`src/rtl/ntt_stage_fwd.sv`:
```
// One streaming forward-NTT (Cooley-Tukey DIT) stage: twiddle multiply, then add/sub,
// followed by a delay commutator that regroups the pair stream for the next stage.
module ntt_stage_fwd #(
  parameter int Q             = 3329,
  parameter int DATA_WIDTH    = 12,
  parameter int FRAME_BEATS   = 128,
  parameter int MUL_LAT       = 3,
  parameter int REORDER_DEPTH = 2,
  parameter int TW_SHIFT      = 0,
  parameter int ROM_AW        = 7
) (
  input  logic                       clk,
  input  logic                       rst,
  input  logic                       in_en,
  input  logic [1:0][DATA_WIDTH-1:0] in,
  output logic [ROM_AW-1:0]          rom_addr,
  input  logic [DATA_WIDTH-1:0]      rom_data,
  output logic                       out_en,
  output logic [1:0][DATA_WIDTH-1:0] out
);
  localparam int DW  = DATA_WIDTH;
  localparam int KW  = $clog2(FRAME_BEATS);
  localparam int D   = REORDER_DEPTH;
  localparam int L0  = MUL_LAT + 2;
  localparam int LAT = L0 + D;
  localparam int DB  = (D > 0) ? $clog2(D) : 0;
  localparam logic [2*DW-1:0] QP = (2*DW)'(Q);
  localparam logic [DW:0]     QX = (DW+1)'(Q);

  logic [LAT:1]  vld_pipe;
  logic [KW-1:0] k;

  always_ff @(posedge clk or posedge rst) begin
    if (rst) begin
      vld_pipe <= '0;
      k        <= '0;
    end else begin
      vld_pipe <= {vld_pipe[LAT-1:1], in_en};
      k        <= in_en ? k + 1'b1 : '0;
    end
  end

  assign rom_addr = ROM_AW'(k >> TW_SHIFT);
  assign out_en   = vld_pipe[LAT];

  // Stage 1 lines a/b up with the synchronous ROM read
  logic [DW-1:0]   a1, b1;
  logic [2*DW-1:0] prod;
  logic [DW-1:0]   t_red;
  logic [DW-1:0]   t_pipe [MUL_LAT];
  logic [DW-1:0]   a_pipe [MUL_LAT];

  always_ff @(posedge clk) begin
    a1 <= in[0];
    b1 <= in[1];
  end

  assign prod  = (2*DW)'(b1) * (2*DW)'(rom_data);
  assign t_red = DW'(prod % QP);

  always_ff @(posedge clk) begin
    t_pipe[0] <= t_red;
    a_pipe[0] <= a1;
    for (int i = 1; i < MUL_LAT; i++) begin
      t_pipe[i] <= t_pipe[i-1];
      a_pipe[i] <= a_pipe[i-1];
    end
  end

  logic [DW-1:0] ad, t, y0_n, y1_n, y0, y1;
  logic [DW:0]   sum;

  assign ad   = a_pipe[MUL_LAT-1];
  assign t    = t_pipe[MUL_LAT-1];
  assign sum  = {1'b0, ad} + {1'b0, t};
  assign y0_n = (sum >= QX) ? DW'(sum - QX) : DW'(sum);
  assign y1_n = (ad >= t) ? ad - t : DW'({1'b0, ad} + QX - {1'b0, t});

  always_ff @(posedge clk) begin
    y0 <= y0_n;
    y1 <= y1_n;
  end

  logic [DW-1:0] d0, d1;

  generate
    if (D == 0) begin : g_nocomm
      assign d0 = y0;
      assign d1 = y1;
    end else begin : g_comm
      logic          y_en;
      logic [KW-1:0] ok;
      logic [DW-1:0] y1_dly [D];
      logic [DW-1:0] l0_dly [D];
      logic [DW-1:0] y1_d, lane0, lane1;

      assign y_en = vld_pipe[L0];

      // ok tracks the beat index of the pair currently in y0/y1
      always_ff @(posedge clk or posedge rst) begin
        if (rst) ok <= '0;
        else     ok <= y_en ? ok + 1'b1 : '0;
      end

      assign y1_d  = y1_dly[D-1];
      assign lane0 = ok[DB] ? y1_d : y0;
      assign lane1 = ok[DB] ? y0   : y1_d;

      always_ff @(posedge clk) begin
        y1_dly[0] <= y1;
        l0_dly[0] <= lane0;
        for (int i = 1; i < D; i++) begin
          y1_dly[i] <= y1_dly[i-1];
          l0_dly[i] <= l0_dly[i-1];
        end
      end

      assign d0 = l0_dly[D-1];
      assign d1 = lane1;
    end
  endgenerate

  // Delay lines are not reset, so data is masked to zero whenever out_en is low
  always_comb begin
    out = '0;
    if (out_en) begin
      out[0] = d0;
      out[1] = d1;
    end
  end
endmodule

```
`config.mk`:
```
export PLATFORM = sky130hd
export DESIGN_NAME = ntt_stage_fwd
export DESIGN_NICKNAME = d
export VERILOG_FILES = /design/src/rtl/ntt_stage_fwd.sv
export SDC_FILE = /design/constraint.sdc
export NUM_CORES = 1
export LEC_CHECK = 0
export ABC_AREA = 1
export CAP_MARGIN = 20
export CORE_MARGIN = 10
export CORE_UTILIZATION = 40
export DETAILED_ROUTE_END_ITERATION = 16
export HOLD_SLACK_MARGIN = 0.02
export PLACE_DENSITY_LB_ADDON = 0.05
export SETUP_SLACK_MARGIN = 0.02
export SYNTH_ARGS = -nofsm -noshare
export SYNTH_HDL_FRONTEND = slang
export SYNTH_SLANG_ARGS = --single-unit
```
`constraint.sdc`:
```
create_clock -name clk -period 18.8 [get_ports clk]
set_input_delay 2.82 -clock clk [delete_from_list [all_inputs] [get_ports clk]]
set_output_delay 2.82 -clock clk [all_outputs]
set_load 0.1 [all_outputs]
```
==> flow_metrics.tcl <==
set metrics [dict create \
    synthesis.nets 2855 \
    worstPathArrival_ns 17.77 \
    synthTopCellsByArea "dfxtp_1 19%, nand2_1 17%, fa_1 12%" \
    hold_viol 0 \
    skew_ns 0.0205 \
    cts-htree-levels 4 \
    drc 0 \
    ys_ff_latch 184 \
    layout-drive-gt1-share_pct 14.6 \
    drt-initial-drc-count 832 \
    clock-sinks 184 \
    wirelength_mm 42.3 \
    grt_pass1_vias 15100 \
    max_freq_mhz 57.4 \
    worst_pin_slew_ns 0.995 \
    cpPeakStageDelay_ns 0.56 \
    areaGrowthSynthToFinish_pct 14.0 \
    critPathMaxFanout 17 \
    start_kind "input port" \
    crit_required_ns 19.16 \
    grt_max_degree 27 \
    clockRootBuffer "clkbuf_16" \
    finalMaxSlewViolations 0 \
    fin_nets 2950 \
    top_layer "met5" \
    wl_per_cell_um 12.8 \
    via_per_inst 4.72 \
    cts.clk_slew.worst_paths_ns 0.07 \
    mostFrequentLayoutCell "nand2_1" \
    syn_avg_cell_area_um2 6.87 \
    dp_hpwl_mm 35.0 \
    numCtsBuffers 17 \
    pre_cts_ws_ns -0.308 \
    antenna_cells 0 \
    coreArea_um2 44200 \
    grt_overflow 0 \
    hold_class "flip-flop to flip-flop" \
    grtUsageTotal_pct 16.1 \
    setup_violations 0 \
    netlist_instances 2599 \
    dr_wl_met3_mm 1.70 \
    seq_area_frac_synth_pct 21.1 \
    stdcell_count 3299 \
    cpMostUsedCell "nand2_1" \
    end_kind "flip-flop" \
    path_class "input port to flip-flop" \
    final_cell_mix "783 x nand2_1, 416 x inv_1, 212 x nand3_1" \
    clockBufferDepth 2 \
    synth_edf_count 0 \
    m1WireLength_mm 20.9 \
    clkLatencyLatePin_ns 0.47 \
    portBuffers 70 \
    grt_pass1_wl_mm 72.5 \
    die_w_um 231 \
    wl_met2_mm 19.1 \
    drtAntennaViolNets 0 \
    gp_congestion 0.888 \
    start_util_pct 40.4 \
    design.die.area_um2 53500 \
    synth_flop_cell "dfxtp_1" \
    dp_cells 3254 \
    fin_ws_ns 1.39 \
    postSynth.asyncResetShare_pct 8.70 \
    ys_types 56 \
    grt_antenna_before_repair 1 \
    period_needed_ns 17.41 \
    vias 15600 \
    num_rows 77 \
    dieHeight_um 231 \
    period_share_pct 92.6 \
    maxCapViolations 0 \
    cts_hold_buf 0 \
    cp_slowest_cell "fa_1" \
    synth_top_area_share_pct 18.8 \
    first_pass_iters 8 \
    cts_tree "done" \
    yosys_warnings 0 \
    status "complete, no violations" \
    synth_top_cell_by_area "dfxtp_1" \
    relSlewSlack_pct 33.4 \
    ios 71 \
    synth_area_um2 17900 \
]
## metrics by stage
stage	utilization (%)	setup TNS (ns)	hold slack (ns)	area (um^2)
finish	46.1	0	0.308	20400
global route	46.1	-0.261	0.322	20400
CTS	45.1	0	0.322	19900
detailed placement	43.7	-3.33	0.312	19300
global placement	43.7	0	0.309	19300
floorplan	-	0	0.310	17900
## routing by layer
| layer | global-route usage (%) | up-vias |
|---|---|---|
| met5 | 0 | - |
| met4 | 3.88 | 2 |
| met3 | 2.46 | 38 |
| met2 | 26.0 | 256 |
| met1 | 22.1 | 7158 |
| li1 | - | 8131 |
## layout make-up
cell class,instances,area (um^2)
clock buffers,17,425
multi-input cells,1891,12300
inverters,472,1790
repair buffers,128,1180
flip-flops and latches,184,3760
fillers,4548,23800
well taps,592,741
clock inverters,15,190
## synth_stat cells, types with 3 or more instances
cell type  number
buf_6           7
nor2_4         17
inv_4           4
xnor2_1        18
nand2_2        95
nand3_2        11
buf_8           5
nand4_1        35
nand3_4         4
dfxtp_1       168
inv_1         417
clkinv_1        7
o21bai_1        7
nor4_1          3
nor2_2         26
nand3b_1        9
a21oi_4         4
nand2_1       795
o21ai_2         6
fa_1          110
dfrtp_1        16
o21ai_0        60
inv_2          42
o21ai_1        17
nand2_4        39
or2_2           6
xor2_1         60
buf_4           4
nand3_1       215
a21oi_1        52
clkbuf_1       37
xor2_2          3
a21oi_2         5
nor2_1        150
nor3_1          7
nand4_2         4
ha_1          107
## final timing paths
| kind | to | start | slack, ns | cells past startpoint |
|---|---|---|---|---|
| worst max-delay path | t_pipe[0][10] | rom_data[4] | 1.39 | 114 |
| worst min-delay path | g_comm.y1_dly[0][12] | g_comm.y1_dly[0][0] | 0.31 | 0 |
| worst max register to register | t_pipe[0][10] | b1[6] | 3.41 | 113 |
| worst min register to register | g_comm.y1_dly[0][12] | g_comm.y1_dly[0][0] | 0.31 | 0 |
| max in group asynchronous | vld_pipe[1] | rst | 15.70 | 2 |
| min in group asynchronous | rom_addr[2] | rst | 2.72 | 2 |
## critical path: cells and delay by family
family	cells	cell delay, ns
AND/OR/NAND/NOR	87	9.06
AO/OA/AOI/OAI	2	0.63
XOR/XNOR	1	0.16
adder cells (fa/ha/maj)	8	3.29
buffers and inverters	16	1.76
## state kept, by name (all words and copies together), names as in the netlist
register / cells
rom_addr: 7
vld_pipe: 7
a1: 12
t_pipe: 36
g_comm.ok: 2
y1: 12
y0: 12
g_comm.l0_dly: 24
g_comm.y1_dly: 24
a_pipe: 36
b1: 12
## logic make-up after synthesis
logic type | after synthesis | share of synthesized area [%]
buf+inv | 526 | 11.8
simple gates | 1426 | 37.6
flops | 184 | 21.1
compound gates | 164 | 5.47
xor+xnor | 81 | 4.10
mux | 1 | 0.0630
fa+ha+maj | 217 | 19.8
## what timing repair did
item	in CTS	in global routing
resized for setup	0	64
setup buffers	0	11
setup endpoints to repair	0	12
Power is left out: the tool's default activity adds up to more than one toggle a clock period on the data nets, which glitch-free logic cannot reach.
==> edit 1, RTL diff (same settings) <==
Put a register stage on the output `rom_addr`, with the module's reset. The value now appears one clock later. The other outputs are not delayed to match.
--- a/src/rtl/ntt_stage_fwd.sv
+++ b/src/rtl/ntt_stage_fwd.sv
@@ -42,3 +42,9 @@
 
-  assign rom_addr = ROM_AW'(k >> TW_SHIFT);
+  always_ff @(posedge clk or posedge rst) begin
+    if (rst) begin
+      rom_addr <= '0;
+    end else begin
+      rom_addr <= ROM_AW'(k >> TW_SHIFT);
+    end
+  end
   assign out_en   = vld_pipe[LAT];
Function: changed (Yosys sat finds a counterexample within 4 cycles, from zero or initial values and one cycle with rst high).
==> edit 1 against the unedited design <==
  * Cell area up 1.1%
  * Die area increased by 0.90%
  * Global-route usage grew 0.36 points
  * First-iteration DRC count shrank 9.3%
  * Worst setup slack improved by 44 ps
  * Sequential cell count increased by 7
  * Synthesized cell count is 0.27% higher
  * Worst hold slack improved by 8.7 ps
  * Routed wire length is 2.2% higher
  * Area after synthesis grew 0.98%
  * Via count increased by 0.26%
  * Largest cell class unchanged
Power is left out: the tool's default activity adds up to more than one toggle a clock period on the data nets, which glitch-free logic cannot reach.
==> edit 1: results (changes against the unedited design) <==
* Status: finished, final reports clean (unchanged)
* Worst-case clock skew at 17.0 ps (was 20.5 ps)
* Distinct cells, synth at 59 (was 56)
* Synth top cells by count: 791 x nand2_1, 417 x inv_1, 212 x nand3_1 (was 795 x nand2_1, 417 x inv_1, 215 x nand3_1)
* First DRT Iteration DRCs at 755 (was 832)
* Clk slew on worst S/H paths at 80 ps
* Htree depth at 4 (unchanged)
* Area contributors post-synth: dfxtp_1 19%, nand2_1 16%, fa_1 12%, inv_1 8.7%, ha_1 7.4% (was dfxtp_1 19%, nand2_1 17%, fa_1 12%, inv_1 8.8%, ha_1 7.5%)
* Synth async-reset ratio at 12.0% (was 8.70%)
* Arrival @ worst endpoint at 17710 ps (was 17770 ps)
* Max Cap Viol at 0 (unchanged)
* Clock Latency Late Sink at 450 ps (was 470 ps)
* Tightest Pin Transition at 1030 ps (was 995 ps)
* Synth Net Count at 2862 (was 2855)
* Post-CTS sizing at 0 (unchanged)
* Largest net degree at the start of global routing at 27 (unchanged)
* Fraction of layout cells with a size suffix above 1 at 14.7% (was 14.6%)
* Area after DPL at 19500 um^2 (was 19300 um^2)
* GRT Total Usage at 16.4% (was 16.1%)
* Vias in the first global route at 15400 (was 15100)
* Root Driver: clkbuf_16 (unchanged)
* Antenna Cells at 0 (unchanged)
* Drt wl/cell at 13.0 um (was 12.8 um)
* Post-CTS Setup Bufs at 0 (unchanged)
* Clock buffer depth at 2 (unchanged)
* Routability Congestion at 0.866 (was 0.888)
* Dpl hpwl at 36000 um (was 35000 um)
* Vias/cell at 4.71 (was 4.72)
* 1st-pass router iterations at 5 (was 8)
* Sequential share of the synthesized area at 21.8% (was 21.1%)
* Nets at 2968 (was 2950)
* Largest regs: a_pipe (36), t_pipe (36) (unchanged)
* Yosys warns at 0 (unchanged)
* R2R Setup Slk at 3430 ps (was 3410 ps)
* Antenna violations before repair at 0 (was 1)
* CTS Buf Count at 17 (unchanged)
* Largest stage delay, worst path at 550 ps
* Dominant synthesized flop cell: dfxtp_1 (unchanged)
* Fillcell total at 4571 (was 4548)
* Slowest CP cell: fa_1 (unchanged)
* PortBufs at 70 (unchanged)
* CP Max Fanout at 17 (unchanged)
* Min-delay worst type: flop to flop (unchanged)
* Hold WS at 317 ps (was 308 ps)
* CP delay by family, top: simple AND/OR/NAND/NOR gates (unchanged)
* First-pass GRT wire length at 74300 um (was 72500 um)
edit 1: through the flow:
step                util, %  cells  worst slack (ps)
CTS                    45.5   3297               189
floorplan                 -   2606              2200
global route           46.4   3317             -29.9
global placement       44.0   3265             -25.2
detailed placement     44.0   3265              -286
finish                 46.4   3317              1430
edit 1: final cells by class:
class	count	share of cell area (%)
Clock buffer	20	2.27
Clock inverter	12	0.917
Inverter	472	8.68
Multi-Input combinational cell	1889	59.3
Sequential cell	191	19.1
Tap cell	592	3.60
Timing Repair Buffer	141	6.17
edit 1: layer usage:
metal,wire length (um),track usage [%],up-vias
met5,0,0,-
met4,613,4.02,0
met3,1070,1.84,37
met2,21800,29.3,188
met1,19800,20.6,7227
li1,-,-,8174
edit 1: cells by family after synthesis:
family                     synth area share [%]
buffers and inverters                      11.8
xor gates and xnor gates                   4.06
adders and majority gates                  19.6
AOI/OAI and AO/OA                          5.44
and+or+nand+nor                            37.2
DFF                                        21.8
muxes                                    0.0624
edit 1: worst reg2reg max path, delay by kind of cell, from the launching register on:
family | cells | cell delay (ps)
xor+xnor | 2 | 400
buf+inv | 15 | 1440
flops | 1 | 780
compound gates | 2 | 520
fa+ha+maj | 8 | 3260
simple gates | 78 | 8870
edit 1: final timing paths:
| check | depth (start not counted) | start | endpoint |
|---|---|---|---|
| setup / recovery | 105 | rom_data[7] | t_pipe[0][10] |
| hold / removal | 0 | g_comm.y1_dly[0][6] | g_comm.y1_dly[0][18] |
| setup reg to reg | 105 | b1[5] | t_pipe[0][10] |
| hold reg to reg | 0 | g_comm.y1_dly[0][6] | g_comm.y1_dly[0][18] |
| max in group asynchronous | 2 | rst | vld_pipe[6] |
| min in group asynchronous | 2 | rst | rom_addr[6] |
==> edit 2, RTL diff (same flow settings) <==
Made on the original files. `DATA_WIDTH`: 12 -> 8.
--- a/src/rtl/ntt_stage_fwd.sv
+++ b/src/rtl/ntt_stage_fwd.sv
@@ -4,3 +4,3 @@
   parameter int Q             = 3329,
-  parameter int DATA_WIDTH    = 12,
+  parameter int DATA_WIDTH    = 8,
   parameter int FRAME_BEATS   = 128,
Ports: changed (resized in, out and rom_data); port bits go from 71 to 51. No check against the original RTL was run, so the function may have changed too.
==> edit 2 against the unedited design <==
  * Sequential cell count shrank 56
  * Worst setup slack better by 5700 ps
  * Routed wire length fell by 50%
  * Cell area shrank 47%
  * First-iteration DRC count shrank 47%
  * Clock skew fell by 6.0 ps
  * Critical path depth is 58 lower
  * Area after synthesis shrank 48%
  * Worst hold slack gained 6.8 ps
  * Largest cell class unchanged
Power is left out: the tool's default activity adds up to more than one toggle a clock period on the data nets, which glitch-free logic cannot reach.
==> edit 2: results (changes against the unedited design) <==
* Hold_sp: y1[6] (was g_comm.y1_dly[0][0])
* Via count at 7846 (was 15600)
* First DRT Iteration DRCs at 442 (was 832)
* Antenna violations before repair at 0 (was 1)
* Synth async-reset ratio at 12.5% (was 8.70%)
* Arrival @ worst endpoint at 11980 ps (was 17770 ps)
* Worst R2R Path Depth at 55 (was 113)
* Hold WS at 315 ps (was 308 ps)
* Area contributors post-synth: dfxtp_1 24%, nand2_1 15%, inv_1 9.8%, fa_1 9.4%, ha_1 9.2% (was dfxtp_1 19%, nand2_1 17%, fa_1 12%, inv_1 8.8%, ha_1 7.5%)
* Setup WS pre-CTS at 6740 ps (was -308 ps)
* Distinct cells, synth at 38 (was 56)
* Slowest CP cell: clkdlybuf4s50_1 (was fa_1)
* Status: finished, final reports clean (unchanged)
* Clock Latency Late Sink at 420 ps (was 470 ps)
* Dpl hpwl at 17100 um (was 35000 um)
* Drt wl/cell at 12.5 um (was 12.8 um)
* Fillcell total at 2410 (was 4548)
* PortBufs at 50 (was 70)
* M1 GR Usage at 18.9% (was 22.1%)
* 1st-pass router iterations at 5 (was 8)
* NonClk Buf Share at 4.67% (was 5.78%)
* Seq area share at 24.6% (was 18.5%)
* Area of the multi-input gates at 5640 um^2 (was 12300 um^2)
* RR Endpoint: t_pipe[0][2] (was t_pipe[0][10])
* R2R Setup Slk at 9560 ps (was 3410 ps)
* Nets at 1510 (was 2950)
* GRT Total Usage at 14.4% (was 16.1%)
* Area after DPL at 10100 um^2 (was 19300 um^2)
* Routability Congestion at 0.900 (was 0.888)
* Synthesized area per cell at 7.06 um^2 (was 6.87 um^2)
* Minimum clock period at 11680 ps (was 17410 ps)
* CP Max Fanout at 20 (was 17)
* Synth top cells by count: 379 x nand2_1, 245 x inv_1, 112 x dfxtp_1 (was 795 x nand2_1, 417 x inv_1, 215 x nand3_1)
* Worst-case clock skew at 14.4 ps (was 20.5 ps)
* Fraction of layout cells with a size suffix above 1 at 8.60% (was 14.6%)
* Met2 Usage GRT at 23.6% (was 26.0%)
* Largest regs: a_pipe (24), t_pipe (24) (was a_pipe (36), t_pipe (36))
-- edit 2: cell types whose count changed in the layout (fill, tap and decap cells not counted), moves of 33 or more --
cell     change
inv_2       -35
ha_1        -34
nand3_1    -106
nand2_1    -404
nand2_4     -33
nor2_1      -46
fa_1        -66
dfxtp_1     -56
nand2_2     -71
buf_4       -54
inv_1      -171
o21ai_0     -34
-- edit 2: kinds of logic (layout without fill, tap and decap cells) --
group / after synthesis / count (layout) / synth area share [%]
adders and majority gates: 113 / 113 / 18.6
DFF: 128 / 128 / 28.2
xor gates and xnor gates: 43 / 43 / 4.02
buffers and inverters: 279 / 335 / 11.6
AOI/OAI and AO/OA: 65 / 65 / 3.85
and+or+nand+nor: 699 / 699 / 33.7
-- edit 2: metal layers --
| metal | vias to the layer above | wire [um] |
|---|---|---|
| met4 | 0 | 338 |
| met1 | 3588 | 10400 |
| met5 | - | 0 |
| li1 | 4132 | - |
| met3 | 24 | 620 |
| met2 | 102 | 9760 |
